===== config.mk =====
export PLATFORM = sky130hd
export DESIGN_NAME = fetch_unit
export DESIGN_NICKNAME = d
export VERILOG_FILES = /design/src/rtl/fetch_unit.sv
export SDC_FILE = /design/constraint.sdc
export NUM_CORES = 1
export LEC_CHECK = 0
export CAP_MARGIN = 20
export CORE_MARGIN = 1
export CORE_UTILIZATION = 60
export DETAILED_ROUTE_END_ITERATION = 8
export PLACE_DENSITY_LB_ADDON = 0.12
export SLEW_MARGIN = 20
export SYNTH_ARGS = -nofsm -noshare
export SYNTH_HDL_FRONTEND = slang
export SYNTH_SLANG_ARGS = --single-unit

===== constraint.sdc =====
create_clock -name clk -period 3.9 [get_ports clk]
set_input_delay 0.975 -clock clk [delete_from_list [all_inputs] [get_ports clk]]
set_output_delay 0.975 -clock clk [all_outputs]
set_load 0.01 [all_outputs]

===== src/rtl/fetch_unit.sv =====
// fetch_unit: instruction-fetch front end.
// This block owns the program counter and issues pipelined requests to the
// instruction memory. It buffers returned words together with their PCs in an
// in-order queue. A redirect empties the queue, marks in-flight responses to be
// discarded, and restarts fetch at the new address.
module fetch_unit #(
  parameter int              XLEN         = 32,
  parameter int              DEPTH        = 4,
  parameter logic [XLEN-1:0] RESET_VECTOR = '0
) (
  input  logic            clk,
  input  logic            reset,
  output logic            imem_req,
  output logic [XLEN-1:0] imem_addr,
  input  logic            imem_gnt,
  input  logic            imem_rvalid,
  input  logic [31:0]     imem_rdata,
  input  logic            redirect,
  input  logic [XLEN-1:0] redirect_pc,
  output logic            instr_valid,
  output logic [31:0]     instr,
  output logic [XLEN-1:0] instr_pc,
  input  logic            instr_ready
);

  localparam int PW = $clog2(DEPTH);
  localparam int CW = PW + 1;

  logic [XLEN-1:0] fetchPc_q, fetchPc_d;
  logic [CW-1:0]   qCount_q, qCount_d;
  logic [CW-1:0]   outstanding_q, outstanding_d;
  logic [CW-1:0]   drop_q, drop_d;

  logic [31:0]     qInstr_q [DEPTH];
  logic [XLEN-1:0] qPc_q    [DEPTH];
  logic [PW-1:0]   qHead_q, qTail_q;

  logic [XLEN-1:0] pcFifo_q [DEPTH];
  logic [PW-1:0]   pfHead_q, pfTail_q;

  logic            credit;
  logic            issue;
  logic            resp;
  logic            dropResp;
  logic            push;
  logic            pop;
  logic [XLEN-1:0] respPc;
  logic [1:0]      unusedPcBits;

  // The low redirect address bits are forced to zero, so they are never read.
  assign unusedPcBits = redirect_pc[1:0];

  // A request may only go out when the queue has room for every request in flight.
  assign credit = ({1'b0, qCount_q} + {1'b0, outstanding_q}) < (CW+1)'(DEPTH);

  assign imem_req    = credit & ~redirect & reset;
  assign imem_addr   = fetchPc_q;
  assign issue       = imem_req & imem_gnt;
  assign resp        = imem_rvalid & (outstanding_q != '0);
  assign dropResp    = resp & (drop_q != '0);
  assign push        = resp & ~dropResp & ~redirect;
  assign respPc      = pcFifo_q[pfHead_q];

  assign instr_valid = (qCount_q != '0) & ~redirect;
  assign instr       = qInstr_q[qHead_q];
  assign instr_pc    = qPc_q[qHead_q];
  assign pop         = instr_valid & instr_ready;

  // Next-state accounting for the PC, queue occupancy, in-flight and drop counters.
  always_comb begin
    fetchPc_d     = fetchPc_q;
    qCount_d      = qCount_q + CW'(push) - CW'(pop);
    outstanding_d = outstanding_q + CW'(issue) - CW'(resp);
    drop_d        = drop_q;
    if (issue) begin
      fetchPc_d = fetchPc_q + XLEN'(4);
    end
    if (dropResp) begin
      drop_d = drop_q - CW'(1);
    end
    if (redirect) begin
      qCount_d  = '0;
      fetchPc_d = {redirect_pc[XLEN-1:2], 2'b00};
      drop_d    = outstanding_d;
    end
  end

  // Control state registers.
  always_ff @(posedge clk or negedge reset) begin
    if (!reset) begin
      fetchPc_q     <= RESET_VECTOR;
      qCount_q      <= '0;
      outstanding_q <= '0;
      drop_q        <= '0;
    end else begin
      fetchPc_q     <= fetchPc_d;
      qCount_q      <= qCount_d;
      outstanding_q <= outstanding_d;
      drop_q        <= drop_d;
    end
  end

  // Instruction queue: write at tail on accepted responses, read at head on pops.
  always_ff @(posedge clk or negedge reset) begin
    if (!reset) begin
      qHead_q <= '0;
      qTail_q <= '0;
      for (int i = 0; i < DEPTH; i++) begin
        qInstr_q[i] <= '0;
        qPc_q[i]    <= '0;
      end
    end else begin
      if (push) begin
        qInstr_q[qTail_q] <= imem_rdata;
        qPc_q[qTail_q]    <= respPc;
        qTail_q           <= qTail_q + PW'(1);
      end
      if (redirect) begin
        qHead_q <= qTail_q;
      end else if (pop) begin
        qHead_q <= qHead_q + PW'(1);
      end
    end
  end

  // PC FIFO pointers follow issue and response order, including responses that are dropped.
  always_ff @(posedge clk or negedge reset) begin
    if (!reset) begin
      pfHead_q <= '0;
      pfTail_q <= '0;
    end else begin
      if (issue) begin
        pfTail_q <= pfTail_q + PW'(1);
      end
      if (resp) begin
        pfHead_q <= pfHead_q + PW'(1);
      end
    end
  end

  // PC FIFO storage records the address of each issued request.
  always_ff @(posedge clk) begin
    if (issue) begin
      pcFifo_q[pfTail_q] <= fetchPc_q;
    end
  end

endmodule

* Yosys cells after proc, flatten, opt, wreduce, memory -nomap -nowiden *
Memories as Yosys holds them, arrays and structs flattened.
Cells that the tools add are included.

word-level totals
  memories kept = 1
  logic and storage cells = 71
  input port bits = 70
  output and inout bits = 98
  RAM bits = 128
  flip-flop bits (word level) = 305

cells by class
  magnitude comparators = 4
  mux-type cells = 19
  add/subtract/negate cells = 11
  bitwise logic cells = 13
  reductions and logical operators = 7

memory list
  memory    depth  bits a word  read ports  clocked after Yosys merged registers in  wr ports  line  source
  pcFifo_q  4      32           1           0                                        1         38    logic [XLEN-1:0] pcFifo_q [DEPTH];

operators with widths
  operator                                                    number
  bitwise mux 128 bit                                         2
  two-way mux 32 bit                                          7
  binary-select mux 32 bit (select 2 bit)                     2
  demux 32 bit (select 2 bit)                                 1
  adder 32 x 3 -> 32 bit, second input constant               1
  AND 1 bit                                                   9
  two-way mux 3 bit                                           3
  nonzero test 3 bit                                          3
  adder 2 x 1 -> 2 bit, second input constant                 4
  adder 3 x 1 -> 3 bit                                        2
  greater-or-equal comparator 3 bit, second input constant    2
  NOT 2 -> 3 bit                                              2
  nonzero test 2 bit                                          3
  subtractor 3 x 1 -> 3 bit                                   2
  adder 3 x 3 -> 4 bit                                        1
  less-than comparator 4 x 3 -> 1 bit, second input constant  1
  two-way mux 2 bit                                           2
  less-than comparator 3 x 1 -> 1 bit, second input constant  1
  subtractor 3 x 1 -> 3 bit, second input constant            1
  two-way mux 1 bit                                           2
  NOT 1 bit                                                   2
  logical AND 1 bit                                           1

* Logic depth before layout (Yosys ltp) *
Gate-level depths: netlist (run 1).

  word-level depth = 9
  depth in mapped cells = 13
  mapped depth without buffers = 13

* Worst setup path before layout (run 1) *
No wires, ideal clock.

  kind = input-to-reg
  start = in redirect
  end = mem pcFifo_q[0][10] (enable)
  path slack = 0.865 ns
  buffers on the path = 2
  data required time = 3.510 ns
  library setup time = 0.390 ns
  arrival = 2.646 ns
  stages on the path = 5
  cells stage by stage = nor3b_1 -> and4_1 -> buf_4 -> clkbuf_1 -> and2_1

between the ends
  word-level cells in the longest chain between the ends = 6

ends and longest elaborated chain
  what                                     line  source
  start: declaration                       18    input logic redirect,
  NOT 1 bit                                56    assign imem_req = credit & ~redirect & reset;
  AND 1 bit (2 in a row)                   56
  AND 1 bit                                58    assign issue = imem_req & imem_gnt;
  two-way mux 1 bit                        143   if (issue) begin
  two-way mux 1 bit (implied by the code)  144   pcFifo_q[pfTail_q] <= fetchPc_q;
  end: declaration                         38

Every way passes these cells.

* Worst setup path after layout (run 1) *
  start = reg qHead_q[0]
  end = out instr[7]

between the ends
  word-level cells in the longest chain between the ends = 4

ends and longest elaborated chain
  what                                                   line  source
  start: declaration                                     36    logic [PW-1:0] qHead_q, qTail_q;
  start signal: assignment                               119   qHead_q <= qTail_q;
  start signal: assignment                               121   qHead_q <= qHead_q + PW'(1);
  NOT 2 -> 3 bit (implied by the code)                   65    assign instr = qInstr_q[qHead_q];
  binary-select mux 32 bit (select 2 bit)                65
  two-way mux 32 bit (implied by the code) (2 in a row)  65
  end: declaration                                       21    output logic [31:0] instr,

Every way passes these cells. The select of a mux whose other input is x is not followed.

==> flow_summary.json, run 1 <==
{
  "worstPathMaxFanout": 28,
  "syn_avg_cell_area_um2": 16.6,
  "swShare_pct": 28.4,
  "area_growth_pct": 19.9,
  "fin_crit_sh_pct": 89.6,
  "place_hpwl_um": 22500,
  "synth_enable_flop_cells": 120,
  "hold_viol_final": 0,
  "grt_max_degree": 173,
  "rr_worst_depth": 11,
  "synthSimpleGateAreaFrac_pct": 3.87,
  "die_h_um": 174,
  "cts.sink_count": 415,
  "pre_cts_ws_ps": 614,
  "fin_tns_setup_ps": 0,
  "routed_via_density": 5.98,
  "synth_cells": 1074,
  "synth.distinct_cells": 46,
  "fmax_ghz": 0.286,
  "finalMaxSlewViolations": 0,
  "muxShareOfSynthArea_pct": 27.8,
  "drc": 0,
  "portBuffers": 161,
  "cp-start-kind": "flop",
  "layout_setup_ws_ps": 406,
  "cts_resized": 0,
  "post_drt_wl_per_cell_um": 21.5,
  "finalSetupViolCount": 0,
  "p_comb_share_pct": 32.4,
  "crit_start": "qHead_q[0]$_DFFE_PN0P_",
  "syn-cell-area_um2": 17800,
  "hp-class": "flop to flop",
  "crit_chain": "buf_12, mux4_2, clkdlybuf4s50_1",
  "placed_cell_area_um2": 20000,
  "status": "finished clean",
  "cts-htree-levels": 2,
  "leakagePower_nw": 9.07,
  "track_usage_pct": 24.8,
  "timing.rr.end": "drop_q[2]$_DFFE_PN0P_",
  "synth-adder-area-share_pct": 1.42,
  "synth_area_leader_cell": "dfrtp_1",
  "clk_pin_slew_ps": 60,
  "place_inst": 1590,
  "die_area_um2": 30300,
  "clockBufferDepth": 3,
  "peakVddDrop_mv": 0.436,
  "numCtsBuffers": 43,
  "initial_core_util_pct": 61.5,
  "stdcell_area_um2": 21300,
  "cts_setup_buffers": 0,
  "setup.worst_path.end_class": "primary output",
  "clock-root-buffer": "clkbuf_16",
  "antenna_cells": 0,
  "worstMarginPinSlew_ps": 1030,
  "synth_area_leaders": "dfrtp_1, edfxtp_1, mux2_2",
  "fin_crit_ps": 3490,
  "finish.net_count": 1340,
  "ys_async_sr_fraction_pct": 71.1,
  "first_pass_iters": 7,
  "rows": 62,
  "drive_gt1_share_pct": 33.5,
  "clockPowerShare_pct": 25.1,
  "grt_pass1_vias": 10600,
  "p_per_area_nw_per_um2": 740,
  "critPathMaxStageDelay_ps": 600,
  "slew_headroom_pct": 31.5,
  "rsz0062_at_grt": "no",
  "core_area_um2": 28900,
  "synth_compound_area_share_pct": 2.14,
  "drtIter0Drc": 666,
  "globalplace.congestion": 0.822,
  "reg2reg_slack_ps": 1240,
  "grt_overflow": 0,
  "ys_seq_elements": 415,
  "antenna_found_initial": 0,
  "wirelength_um": 35800,
  "cap_violations": 0,
  "final_cells": 1667,
  "internal-power_mw": 11.3,
  "io_pins": 168,
  "worstSetupPathType": "flop to primary output",
  "required_ps": 2920,
  "die_w_um": 174,
  "yosysWarnings": 0,
  "cts_hold_buf": 0,
  "synth_seq_area_share_pct": 61.8,
  "r2r-start": "outstanding_q[2]$_DFF_PN0_",
  "clk_latency_ps": 550,
  "synth_top_family_by_area": "multiplexers",
  "cp_slowest_cell": "dfrtp_4",
  "yosys_most_used_dff": "dfrtp_1",
  "power_switching_mw": 4.49,
  "finClkSkew_ps": 21.1,
  "via_count": 9974,
  "ant_nets": 0,
  "grt_pass1_wl_um": 58400,
  "cts_tree": "yes",
  "crit_path_end": "instr[7]",
  "arrival_ps": 2520,
  "synth.top_cell.area_share_pct": 41.5,
  "pwr-share-seq_pct": 42.5,
  "synth-xor-area-share_pct": 0.936
}
-- per-stage QoR --
step | power, mW | util (%) | hold WS [ps]
finish | 15.8 | 73.7 | 488
global route | 16.6 | 73.7 | 509
CTS | 16.0 | 73.7 | 490
detailed placement | 11.9 | 69.0 | 477
global placement | 11.7 | 69.0 | 468
floorplan | 9.78 | - | 459
-- cells in the mapped netlist, drive strengths merged (2+ instances only) --
master  number
a211oi       2
a21o         2
a21oi       10
a221o        7
and2         9
and3         5
and4         2
buf         41
clkbuf      21
dfrtp      295
edfxtp     120
fa           2
ha          17
inv         20
mux2       249
mux2i        6
mux4        92
nand2       46
nand2b       4
nand3       10
nand4       17
nor2        17
nor2b        3
nor3         7
nor4         8
o21ai       28
o311ai       4
o31a         2
or2          2
xnor2       12
xor2         7
-- layer usage --
layer	track usage (%)	part of all wire, %	vias up
li1	-	-	4435
met1	34.7	43	5184
met2	41.2	50	305
met3	4.13	5.1	50
met4	5.56	1.5	0
met5	0	0	-
-- how the worst min path moves through the flow --
stage                                  start                       end  slack (ps)  depth (start not counted)
floorplan           qInstr_q[32]$_DFFE_PN0P_  qInstr_q[32]$_DFFE_PN0P_         460                          1
global placement    qInstr_q[31]$_DFFE_PN0P_  qInstr_q[31]$_DFFE_PN0P_         470                          1
detailed placement  qInstr_q[29]$_DFFE_PN0P_  qInstr_q[29]$_DFFE_PN0P_         480                          1
CTS                 qInstr_q[29]$_DFFE_PN0P_  qInstr_q[29]$_DFFE_PN0P_         490                          1
global route         qInstr_q[3]$_DFFE_PN0P_   qInstr_q[3]$_DFFE_PN0P_         510                          1
finish              qInstr_q[29]$_DFFE_PN0P_  qInstr_q[29]$_DFFE_PN0P_         490                          1
-- critical path, delay by kind of cell, from the launching register on --
kind     cells  cell delay [ps]
mux          1              570
buf+inv      2              790
flops        1              600
-- sequential cells by signal (all words and copies together) (netlist names) --
register	flops
qInstr_q	128
pcFifo_q	120
qPc_q	120
imem_addr	30
drop_q	3
outstanding_q	3
qCount_q	3
pfHead_q	2
pfTail_q	2
qHead_q	2
qTail_q	2
-- power by group through the flow --
stage	logic (mW)	registers [mW]	clock network, mW
3_3_place_gp	5.04	6.69	0
3_5_place_dp	5.17	6.77	0
5_1_grt	5.51	6.88	4.22
4_1_cts	5.20	6.71	4.04
2_1_floorplan	3.42	6.36	0
6_report	5.11	6.71	3.96
-- final cells by class --
type	instances	area (um2)
multi-input cells	580	6470
repair buffers	191	1950
clock inverters	19	181
flip-flops and latches	415	11000
fillers	1769	7610
clock buffers	58	1180
inverters	20	75.1
well taps	384	480
-- logic make-up (layout without fill, tap and decap cells) --
kind of cell / after synthesis / count (layout)
XOR/XNOR: 19 / 19
adder cells (fa/ha/maj): 19 / 19
AO/OA/AOI/OAI: 60 / 60
AND/OR/NAND/NOR: 131 / 131
multiplexers: 347 / 347
buffers and inverters: 82 / 288
flip-flops: 415 / 415
other: 1 / 4
-- layout by cell type, fill, tap and decap left out, types with 5 or more instances in the layout --
master	Yosys	routed
nand2_1	46	42
mux2_1	19	19
mux2_2	230	230
nor4_1	6	6
o21ai_0	26	26
a221o_1	7	7
inv_1	19	19
clkbuf_16	0	43
ha_1	17	17
xnor2_1	12	12
xor2_1	7	7
mux2i_1	6	6
mux4_2	92	92
dfrtp_1	295	292
and2_1	7	7
a21oi_1	10	10
and3_1	5	5
nand3_1	10	10
buf_4	6	21
clkdlybuf4s50_1	0	159
edfxtp_1	120	120
nor3_1	6	6
buf_12	0	9
clkinv_2	0	7
nor2_1	17	17
nand4_1	17	17
clkbuf_1	21	10
clkbuf_8	0	5
Power figures use the tool's default switching activity.
==> run 2: changes to the inputs <==
Settings changed: CTS_CLUSTER_SIZE set to 40.
==> results of run 2 <==
No change in the layout: final DEF, timing and power equal those of run 1.
